[src/rtl/service_gate_sequencer_if.sv]
//------------------------------------------------------------------------------
// Module   : service_gate_sequencer_if
// Purpose  : Request/gate bundle between a transfer master and the sequencer.
// Revision : 1.0 - initial release
//------------------------------------------------------------------------------
`default_nettype none

interface service_gate_sequencer_if #(
  parameter int NREG = 8
);
  logic            START;
  logic [NREG-1:0] RD_n;
  logic [NREG-1:0] WR_n;
  logic            CI_n;
  logic            GINH;
  logic [NREG-1:0] RG_n;
  logic [NREG-1:0] WG_n;
  logic [NREG-1:0] CG;
  logic            CI01_n;
  logic            BUSY;
  logic            DONE;
  logic            OVR;

  modport master (
    output START, RD_n, WR_n, CI_n, GINH,
    input  RG_n, WG_n, CG, CI01_n, BUSY, DONE, OVR
  );

  modport slave (
    input  START, RD_n, WR_n, CI_n, GINH,
    output RG_n, WG_n, CG, CI01_n, BUSY, DONE, OVR
  );
endinterface

`default_nettype wire

[src/rtl/service_gate_sequencer.sv]
//------------------------------------------------------------------------------
// Module   : service_gate_sequencer
// Purpose  : Runs one CLEAR/READ/WRITE/FIN gate sequence per accepted START.
// Revision : 1.0 - initial release
//------------------------------------------------------------------------------
`default_nettype none

module service_gate_sequencer #(
  parameter int              NREG   = 8,
  parameter int              RD_CYC = 2,
  parameter logic [NREG-1:0] GMASK  = '0
) (
  input  wire logic               SIM_CLK,
  input  wire logic               SIM_RST,
  service_gate_sequencer_if.slave bus
);

  typedef enum logic [2:0] {
    S_IDLE  = 3'd0,
    S_CLEAR = 3'd1,
    S_READ  = 3'd2,
    S_WRITE = 3'd3,
    S_FIN   = 3'd4
  } state_t;

  localparam logic [3:0] RD_LAST = 4'(RD_CYC - 1);

  state_t          state_q, state_d;
  logic [3:0]      cnt_q, cnt_d;
  logic [NREG-1:0] rmask_q, rmask_d;
  logic [NREG-1:0] wmask_q, wmask_d;
  logic            ciff_q, ciff_d;
  logic            ovr_q, ovr_d;

  always_ff @(posedge SIM_CLK or posedge SIM_RST) begin
    if (SIM_RST) begin
      state_q <= S_IDLE;
      cnt_q   <= 4'd0;
      rmask_q <= '0;
      wmask_q <= '0;
      ciff_q  <= 1'b0;
      ovr_q   <= 1'b0;
    end else begin
      state_q <= state_d;
      cnt_q   <= cnt_d;
      rmask_q <= rmask_d;
      wmask_q <= wmask_d;
      ciff_q  <= ciff_d;
      ovr_q   <= ovr_d;
    end
  end

  // Next-state: requests are captured only on the accepting edge in IDLE.
  always_comb begin
    state_d = state_q;
    cnt_d   = cnt_q;
    rmask_d = rmask_q;
    wmask_d = wmask_q;
    ciff_d  = ciff_q;
    ovr_d   = ovr_q;

    if (bus.START && (state_q != S_IDLE)) begin
      ovr_d = 1'b1;
    end

    case (state_q)
      S_IDLE: begin
        if (bus.START) begin
          rmask_d = ~bus.RD_n;
          wmask_d = ~bus.WR_n;
          ciff_d  = ~bus.CI_n;
          state_d = S_CLEAR;
        end
      end
      S_CLEAR: begin
        cnt_d   = 4'd0;
        state_d = S_READ;
      end
      S_READ: begin
        if (cnt_q == RD_LAST) begin
          cnt_d   = 4'd0;
          state_d = S_WRITE;
        end else begin
          cnt_d = cnt_q + 4'd1;
        end
      end
      S_WRITE: begin
        state_d = S_FIN;
      end
      S_FIN: begin
        ciff_d  = 1'b0;
        state_d = S_IDLE;
      end
      default: begin
        state_d = S_IDLE;
      end
    endcase
  end

  // Gates decode from state and latched masks; GINH is the one live input,
  // so an inhibit raised during WRITE still suppresses the masked gates.
  always_comb begin
    bus.RG_n   = '1;
    bus.WG_n   = '1;
    bus.CG     = '0;
    bus.CI01_n = 1'b1;
    bus.DONE   = 1'b0;
    bus.BUSY   = (state_q != S_IDLE);
    bus.OVR    = ovr_q;

    case (state_q)
      S_CLEAR: begin
        bus.CG = wmask_q;
      end
      S_READ: begin
        bus.RG_n = ~rmask_q;
      end
      S_WRITE: begin
        bus.RG_n   = ~rmask_q;
        bus.WG_n   = ~(wmask_q & ~(GMASK & {NREG{bus.GINH}}));
        bus.CI01_n = ~ciff_q;
      end
      S_FIN: begin
        bus.DONE = 1'b1;
      end
      default: begin
      end
    endcase
  end

endmodule

`default_nettype wire

[src/flat_wrapper.sv]
// flat-port wrapper written by rule: the top's interface ports become plain ports
module service_gate_sequencer_flat 
#(
  parameter int              NREG   = 8,
  parameter int              RD_CYC = 2,
  parameter logic [NREG-1:0] GMASK  = '0
)
  (SIM_CLK, SIM_RST, bus_START, bus_RD_n, bus_WR_n, bus_CI_n, bus_GINH, bus_RG_n, bus_WG_n, bus_CG, bus_CI01_n, bus_BUSY, bus_DONE, bus_OVR);
  service_gate_sequencer_if #(.NREG(NREG)) bus_i ();
  input  wire logic SIM_CLK;
  input  wire logic SIM_RST;
  input wire logic [$bits(bus_i.START)-1:0] bus_START;
  input wire logic [$bits(bus_i.RD_n)-1:0] bus_RD_n;
  input wire logic [$bits(bus_i.WR_n)-1:0] bus_WR_n;
  input wire logic [$bits(bus_i.CI_n)-1:0] bus_CI_n;
  input wire logic [$bits(bus_i.GINH)-1:0] bus_GINH;
  output wire logic [$bits(bus_i.RG_n)-1:0] bus_RG_n;
  output wire logic [$bits(bus_i.WG_n)-1:0] bus_WG_n;
  output wire logic [$bits(bus_i.CG)-1:0] bus_CG;
  output wire logic [$bits(bus_i.CI01_n)-1:0] bus_CI01_n;
  output wire logic [$bits(bus_i.BUSY)-1:0] bus_BUSY;
  output wire logic [$bits(bus_i.DONE)-1:0] bus_DONE;
  output wire logic [$bits(bus_i.OVR)-1:0] bus_OVR;
  assign bus_i.START = bus_START;
  assign bus_i.RD_n = bus_RD_n;
  assign bus_i.WR_n = bus_WR_n;
  assign bus_i.CI_n = bus_CI_n;
  assign bus_i.GINH = bus_GINH;
  assign bus_RG_n = bus_i.RG_n;
  assign bus_WG_n = bus_i.WG_n;
  assign bus_CG = bus_i.CG;
  assign bus_CI01_n = bus_i.CI01_n;
  assign bus_BUSY = bus_i.BUSY;
  assign bus_DONE = bus_i.DONE;
  assign bus_OVR = bus_i.OVR;
  service_gate_sequencer #(.NREG(NREG), .RD_CYC(RD_CYC), .GMASK(GMASK)) u_core (.SIM_CLK(SIM_CLK), .SIM_RST(SIM_RST), .bus(bus_i));
endmodule
[config.mk]
export PLATFORM = sky130hd
export DESIGN_NAME = service_gate_sequencer_flat
export DESIGN_NICKNAME = d
export VERILOG_FILES = /design/src/rtl/service_gate_sequencer_if.sv /design/src/rtl/service_gate_sequencer.sv /design/src/flat_wrapper.sv
export SDC_FILE = /design/constraint.sdc
export NUM_CORES = 1
export LEC_CHECK = 0
export ABC_CLOCK_PERIOD_IN_PS = 3500
export BUFFER_PORTS_ARGS = -buffer_cell sky130_fd_sc_hd__buf_2
export CAP_MARGIN = 10
export CORE_ASPECT_RATIO = 0.9
export CORE_UTILIZATION = 45
export CTS_CLUSTER_DIAMETER = 100
export DETAILED_ROUTE_END_ITERATION = 6
export HOLD_SLACK_MARGIN = 0.02
export PLACE_DENSITY = 0.77
export SLEW_MARGIN = 20
export SYNTH_ARGS = -nofsm -noshare
export SYNTH_HDL_FRONTEND = slang
export SYNTH_SLANG_ARGS = --single-unit
[constraint.sdc]
create_clock -name SIM_CLK -period 3.5 [get_ports SIM_CLK]
set_input_delay 0.7 -clock SIM_CLK [delete_from_list [all_inputs] [get_ports SIM_CLK]]
set_output_delay 0.7 -clock SIM_CLK [all_outputs]
set_load 0.005 [all_outputs]
==> flow_metrics.py <==
metrics = {
    "routing": {
        "ant_nets": 0,
        "drt_iter0_markers": 21,
        "vias_per_cell": 5.093,
        "drt-total-wl_um": 2235,
        "wl_per_cell_um": 11.58,
        "drc": 5,
        "via_count": 983,
        "first_pass_iters": 6,
    },
    "global_route": {
        "overflow": 0,
        "grt_pass1_wl_um": 3684,
        "grt_max_degree": 35,
        "antenna_found_initial": 0,
        "grt_use_total_pct": 16.26,
        "grt_pass1_vias": 877,
    },
    "cts": {
        "insertion_delay_ns": 0.31,
        "clockBufferDepth": 2,
        "cts_hold_buf": 0,
        "tritoncts": "done",
        "clk_pin_slew_ns": 0.13,
        "cts_resized": 0,
        "cts-root-buf": "clkbuf_4",
        "post_cts_buffers": 0,
        "cts.sinks": 25,
        "htree_levels": 1,
        "cts_inserted_buffers": 3,
    },
    "final_layout": {
        "antenna_cells": 0,
        "utilization_pct": 57.79,
        "area_growth_pct": 18.44,
        "drive_above_1_share_pct": 43.64,
        "stdcell_area_um2": 1463,
        "fill_cells": 234,
        "layout.nets": 189,
        "layout_common_cells": "buf_2, nand2_1, dfrtp_1",
        "multi_input_comb_area_um2": 518.0,
        "final_common_cell": "buf_2",
        "regArea_um2": 625.6,
    },
    "pwr": {
        "finalPower_mw": 1.135,
        "p_leak_nw": 0.7112,
        "max-vdd-ir-drop_v": 0.0004116,
        "power_density_nw_per_um2": 776.2,
    },
    "setup_path": {
        "cpLargestDelayFamily": "simple AND/OR/NAND/NOR gates",
        "rr_endpoint": "u_core.cnt_q[1]",
        "critPathMaxFanout": 8,
        "critical_path_class": "flip-flop to output port",
        "reg2regPathDepth": 5,
        "crit_required_ns": 2.80,
        "critical_path_arrival_ns": 1.81,
        "reg2reg_slack_ns": 1.70,
        "path_cells": "inv_1 > nor3_1 > and2_1 > buf_2",
        "crit_path_top_delay_cell": "nor3_1",
        "endpoint_kind": "output port",
        "startpoint_type": "flip-flop",
        "cp_num_buf_inv": 2,
        "cpPeakStageDelay_ns": 0.59,
        "regToRegStartpoint": "u_core.cnt_q[1]",
    },
    "synth": {
        "ys_warn_count": 0,
        "yosysSeqAreaShare_pct": 50.66,
        "syn_area_um2": 1235,
        "ys_async_sr_fraction_pct": 100.0,
        "synth_edf_count": 0,
        "avgSynthCellArea_um2": 10.12,
        "ys_seq_elements": 25,
        "synth_fp_nets": 145,
        "synthCells": 122,
        "ys_types": 27,
        "synthFlopType": "dfrtp_1",
    },
    "timing": {
        "final-hold-violation-count": 0,
        "finalSetupTns_ns": 0,
        "finalSetupViolCount": 0,
        "setup_ws_ns": 0.9854,
        "period_needed_ns": 2.515,
        "skew_ns": 0.005551,
        "worstMarginPinSlew_ns": 0.9195,
        "fmax_mhz": 397.7,
        "min_period_over_period_pct": 71.85,
        "finalMaxSlewViolations": 0,
        "rsz0062_at_grt": "no",
        "slew_headroom_pct": 38.64,
    },
    "placement": {
        "portBuffers": 47,
        "place_hpwl_um": 1642,
        "post-place-ws_ns": 1.321,
        "dpl_cell_area_um2": 1436,
        "finalWeightedCongestion": 0.7407,
    },
    "die": {
        "die_y_um": 51.70,
        "die_area_um2": 2958,
        "ioPinCount": 49,
        "die_w_um": 57.22,
        "coreArea_um2": 2531,
        "initial_core_util_pct": 48.79,
        "rows": 17,
    },
    "min_path": {
        "hold_path_class": "flip-flop to flip-flop",
        "whs_path_depth": 1,
        "min-delay-start": "u_core.bus.OVR",
        "hold_path_end": "u_core.bus.OVR",
    },
    "job": {
        "maxCapViolations": 0,
    },
    "outcome": {
        "status": "finished, violations left",
        "failed_checks": "DRC",
    },
}
-- where the power goes --
| group | leakage, nW | internal (mW) | switching, mW | total [mW] |
|---|---|---|---|---|
| Sequential | 0.312 | 0.409 | 0.101 | 0.510 |
| Combinational | 0.384 | 0.224 | 0.275 | 0.499 |
| Clock | 0.0150 | 0.0445 | 0.0816 | 0.126 |
| Total | 0.711 | 0.678 | 0.457 | 1.14 |
-- registers in the layout (all words and copies together), names as in the netlist --
| signal | cells |
|---|---|
| u_core.cnt_q | 4 |
| u_core.state_q | 3 |
| u_core.wmask_q | 8 |
| u_core.bus.OVR | 1 |
| u_core.ciff_q | 1 |
| u_core.rmask_q | 8 |
-- routing by layer --
layer	track usage [%]	part of all wire [%]
met1	19.35	41
met2	29.61	52
met3	5.721	7.7
met4	1.220	0
met5	0	0
-- per-stage QoR --
stage	cells	hold WS (ns)
after floorplan	122	0.4509
after global placement	189	0.4373
after detailed placement	189	0.4438
after CTS	193	0.4737
after global routing	193	0.4999
final	193	0.4686
-- worst reg2reg max path, cell delays in order (launching register included) --
cell and delay, ns:
dfrtp_1 0.42, inv_1 0.09, ha_1 0.15, inv_1 0.04, o311ai_0 0.74, o22ai_1 0.21
-- layout make-up --
class / instances / area share, %
tap: 28 / 2.395
sequential: 25 / 42.77
inverter: 4 / 1.027
clock buffer: 4 / 1.796
timing repair buffer: 48 / 16.60
multi-input combinational: 84 / 35.41
-- cells by family (layout without fill, tap and decap cells) --
kind of cell             after synthesis  after routing  share of synthesized area (%)
flip-flops                            25             25                          50.66
XOR/XNOR                               2              2                          1.419
adder cells (fa/ha/maj)                2              2                          2.026
AO/OA/AOI/OAI                         27             27                          17.33
buffers and inverters                 13             56                          7.396
AND/OR/NAND/NOR                       53             53                          21.18
-- how the worst max path moves through the flow --
stage	cells after the start	startpoint	to
3_5_place_dp	4	u_core.state_q[0]	bus_CG[5]
4_1_cts	4	u_core.state_q[0]	bus_CG[5]
3_3_place_gp	4	u_core.state_q[0]	bus_CG[7]
6_report	4	u_core.state_q[0]	bus_CG[5]
5_1_grt	4	u_core.state_q[0]	bus_CG[5]
2_1_floorplan	6	u_core.state_q[1]	bus_CI01_n
-- cells in the mapped netlist, drive strengths merged (2+ instances only) --
cell type  instances  area share [%]
ha                 2             2.0
inv                4             1.2
and2               9             4.6
dfrtp             25              51
o21ai             22              14
nand2             33              11
buf                9             6.2
nor2               2            0.61
(Power assumes the default switching activity.)
